**src/rtl/reg_serializer.sv**
```systemverilog
// reg_serializer: valid/ready parallel-to-serial converter with last-beat flag
module reg_serializer #(
  parameter int W = 8,
  parameter bit MSB_FIRST = 1'b0
) (
  input  logic         clk,
  input  logic         rst,
  input  logic [W-1:0] in_data,
  input  logic         in_valid,
  output logic         in_ready,
  output logic         out_bit,
  output logic         out_valid,
  input  logic         out_ready,
  output logic         out_last,
  output logic         busy
);
  localparam int CW = (W > 1) ? $clog2(W) : 1;
  localparam logic [0:0] IDLE = 1'b0;
  localparam logic [0:0] SHIFT = 1'b1;
  logic [0:0]   state;
  logic [W-1:0] sreg;
  logic [CW-1:0] cnt;
  logic          in_fire;
  logic          out_fire;
  always_comb begin
    out_valid = state == SHIFT;
    busy      = out_valid;
    out_bit   = MSB_FIRST ? sreg[W-1] : sreg[0];
    out_last  = out_valid && (cnt == CW'(W - 1));
    out_fire  = out_valid && out_ready;
    in_ready  = !rst && (state == IDLE || (out_fire && out_last));
    in_fire   = in_valid && in_ready;
  end
  always_ff @(posedge clk) begin
    if (rst) begin
      state <= IDLE;
      sreg  <= '0;
      cnt   <= '0;
    end else if (in_fire) begin
      state <= SHIFT;
      sreg  <= in_data;
      cnt   <= '0;
    end else if (out_fire && out_last) begin
      state <= IDLE;
      sreg  <= '0;
      cnt   <= '0;
    end else if (out_fire) begin
      sreg  <= MSB_FIRST ? sreg << 1 : sreg >> 1;
      cnt   <= cnt + 1'b1;
    end
  end
endmodule

```
**config.mk**
```make
export PLATFORM = sky130hd
export DESIGN_NAME = reg_serializer
export DESIGN_NICKNAME = d
export VERILOG_FILES = /design/src/rtl/reg_serializer.sv
export SDC_FILE = /design/constraint.sdc
export NUM_CORES = 1
export LEC_CHECK = 0
export CAP_MARGIN = 40
export CORE_MARGIN = 2
export CORE_UTILIZATION = 45
export CTS_CLUSTER_SIZE = 25
export DETAILED_ROUTE_END_ITERATION = 16
export GPL_TIMING_DRIVEN = 0
export PLACE_DENSITY = 0.77
export SLEW_MARGIN = 10
export SYNTH_ARGS = -nofsm -noshare
export SYNTH_HDL_FRONTEND = slang
export SYNTH_SLANG_ARGS = --single-unit
```
**constraint.sdc**
```tcl
create_clock -name clk -period 3.5 [get_ports clk]
set_clock_uncertainty 0.1 [all_clocks]
set_input_delay 0.7 -clock clk [delete_from_list [all_inputs] [get_ports clk]]
set_output_delay 0.7 -clock clk [all_outputs]
set_load 0.01 [all_outputs]
```
==> impl_metrics.tcl, run 1 <==
set metrics [dict create \
    status "finished, final reports clean" \
    rr_startpoint "cnt[0]$_SDFFE_PP0P_" \
    pin_count 17 \
    worst_slew_pin_slew_ps 478.0 \
    grt.total_usage 0.1803 \
    dr.pass1.iters 2 \
    period_share 0.8205 \
    vias 533 \
    synth_area_um2 613.1 \
    core_mm2 0.001285 \
    nNetsFinal 102 \
    place.gp.congestion 0.7052 \
    htree_levels 1 \
    async_flop_share 0 \
    clk_pin_slew_ps 80 \
    postLayoutCoreUtil 0.6339 \
    syn2layout_area_growth_pct 32.86 \
    initial_core_util 0.4771 \
    synthCells 67 \
    hold_end "sreg[7]$_SDFFE_PP0P_" \
    hp-start "sreg[7]$_SDFFE_PP0P_" \
    synth.avg_cell_area_um2 9.151 \
    netSwitchingPower_w 0.00007560 \
    cp_max_fo 5 \
    drt_iter0_drc 6 \
    synthTopCellsByArea "dfxtp_1 39%, o211a_1 11%, o211ai_1 7.3%" \
    num-fill-cells 125 \
    post_cts_resized 0 \
    synth_seq_cells 12 \
    tns_ps 0 \
    wl_per_cell_um 11.94 \
    slew_headroom 0.6750 \
    drive_gt1_frac 0.1279 \
    overflow 0 \
    min_period_ps 2872 \
    swShare 0.2553 \
    postRouteAntennaNets 0 \
    cts-root-buf "clkbuf_4" \
    p_clk_frac 0.291 \
    max_cap_violations 0 \
    final_cell_area_um2 814.5 \
    crit_start "out_ready" \
    hold_path_depth 2 \
    yosys.cell_types.count 21 \
    synth-seq-area-share 0.3918 \
    hold_violations 0 \
    cp-start-kind "primary input" \
    synth.most_common_cell "dfxtp_1" \
    rrSetupSlack_ps 1890 \
    worst_setup_path_end_kind "output pin" \
    hold_class "reg -> reg" \
    synthesis.nets 81 \
    netlist.area_leader.share 0.3918 \
    pwr-share-comb 0.201 \
    finalSetupViolCount 0 \
    drv_slew 0 \
    grt_pass1_wl_um 1897 \
    synth-edff-count 0 \
    post-cts-setup-buffer-count 0 \
    grt_max_degree 11 \
    hold-worst-slack_ps 408.6 \
    antenna_cells 0 \
    die_w_um 40.91 \
    postPlaceCellArea_um2 792.0 \
    cts_inserted_buffers 3 \
    cp.arrival_ps 2070 \
    drc_errors 0 \
    clock_path_buffers 2 \
    power_density_mw_per_mm2 363.6 \
    yosysTopAreaCell "dfxtp_1" \
    synthTopCellsByCount "12 x dfxtp_1, 8 x inv_1, 7 x a21oi_1, 7 x nor2_1, 7 x o211a_1" \
    antenna_found_initial 0 \
    die_area_mm2 0.001674 \
    drt_wl_total_um 1206 \
    vias_per_cell 5.277 \
    cts_tree "yes" \
    required_ps 2700 \
    clkLatencyLatePin_ps 280 \
    worst-setup-path-type "in -> out" \
    p_total_w 0.0002961 \
    clock-sinks 12 \
    p_int_w 0.0002205 \
    r2r_cells 6 \
    synth_warnings 0 \
    ys.flop_type "dfxtp_1" \
    ir_drop_mv 0.2374 \
    portBuffers 16 \
    hpwl_um 837.9 \
    pwr-share-seq 0.508 \
    die_h_um 40.91 \
    grt_pass1_vias 429 \
    hold_buffers 0 \
    max_freq_ghz 0.3482 \
    power_leakage_nw 0.3661 \
    rsz0062_at_grt "no" \
    reg2reg_to "sreg[0]$_SDFFE_PP0P_" \
    rows 13 \
]
-- routing by layer --
layer,up-vias,track usage,part of all wire
li1,277,-,-
met1,239,0.2584,0.48
met2,13,0.2500,0.45
met3,4,0.03261,0.051
met4,0,0.1000,0.016
met5,-,0,0
-- worst max-delay path by stage --
stage / endpoint / slack, ps / depth (start not counted)
2_1_floorplan: in_ready / 1580 / 5
3_3_place_gp: in_ready / 650 / 4
3_5_place_dp: in_ready / 630 / 4
6_report: in_ready / 630 / 4
5_1_grt: in_ready / 570 / 4
4_1_cts: in_ready / 620 / 4
-- power by group through the flow --
stage | sequential [W] | clock [W] | combinational (W)
after floorplan | 0.000154 | 0 | 0.0000329
after global placement | 0.000153 | 0 | 0.0000589
after detailed placement | 0.000153 | 0 | 0.0000598
after CTS | 0.000150 | 0.0000871 | 0.0000602
after global routing | 0.000152 | 0.0000922 | 0.0000663
final | 0.000150 | 0.0000861 | 0.0000596
-- metrics by stage --
step	worst slack [ps]	std cells
2_1_floorplan	1578	67
3_3_place_gp	648.8	98
3_5_place_dp	625.2	98
4_1_cts	620.0	101
5_1_grt	569.0	101
6_report	628.3	101
-- logic make-up (layout without fill, tap and decap cells) --
kind of cell,count (synthesis),in the layout,share of synthesized area
AOI/OAI and AO/OA,24,24,0.3041
xor gates and xnor gates,1,1,0.01429
adders and majority gates,2,2,0.04081
buffers and inverters,12,31,0.09387
DFF,12,12,0.3918
muxes,3,3,0.05510
and+or+nand+nor,13,13,0.1000
-- placed cells by master (no fill, tap or decap) --
| cell type | synthesis | routed |
|---|---|---|
| mux2i_2 | 1 | 1 |
| clkdlybuf4s50_1 | 0 | 16 |
| nand3_1 | 1 | 1 |
| a21boi_0 | 1 | 1 |
| nand2_1 | 2 | 2 |
| and2_2 | 1 | 1 |
| buf_2 | 1 | 1 |
| ha_1 | 2 | 2 |
| buf_4 | 3 | 3 |
| and2_4 | 1 | 1 |
| o211a_1 | 7 | 7 |
| mux2i_1 | 2 | 2 |
| a21bo_2 | 1 | 1 |
| inv_1 | 8 | 8 |
| a32oi_1 | 1 | 1 |
| clkbuf_4 | 0 | 3 |
| a21oi_1 | 7 | 7 |
| a221o_1 | 1 | 1 |
| xnor2_1 | 1 | 1 |
| nor2_1 | 7 | 7 |
| o211ai_1 | 6 | 6 |
| nand2b_1 | 1 | 1 |
| dfxtp_1 | 12 | 12 |
-- layout make-up --
cell class | instances | area [um^2] | area share
Buffer | 4 | 27.53 | 0.03379
Clock buffer | 3 | 22.52 | 0.02765
Inverter | 8 | 30.03 | 0.03687
Tap cell | 15 | 18.77 | 0.02304
Multi-Input combinational cell | 43 | 315.3 | 0.3871
Sequential cell | 12 | 240.2 | 0.2949
Timing Repair Buffer | 16 | 160.2 | 0.1966
-- flip-flops by register name (all words and copies together), names as in the netlist --
signal	cells
cnt	3
busy	1
sreg	8
-- worst max-delay path, stage by stage --
cell and delay (ps):
clkdlybuf4s50_1 550, a21boi_0 140, nor2_1 130, clkdlybuf4s50_1 550
No activity file was read; power rests on OpenSTA's default activity.
==> run 2: changes to the inputs <==
==> constraint.sdc (replaced) <==
create_clock -name clk -period 2.84 [get_ports clk]
set_clock_uncertainty 0.1 [all_clocks]
set_input_delay 0.568 -clock clk [delete_from_list [all_inputs] [get_ports clk]]
set_output_delay 0.568 -clock clk [all_outputs]
set_load 0.01 [all_outputs]
==> results of run 2 <==
Same layout as run 1 (identical final DEF). Status: finished, final reports clean.
Among the figures that moved: setup slack after placement 625.2 ps -> 229.2 ps; setup slack after layout 628.3 ps -> 197.9 ps; start point of the critical path out_ready -> cnt[0]$_SDFFE_PP0P_; register-to-register setup slack 1890 ps -> 1230 ps; total power 0.0002961 W -> 0.0003650 W; worst IR drop on VDD 0.2374 mV -> 0.2926 mV
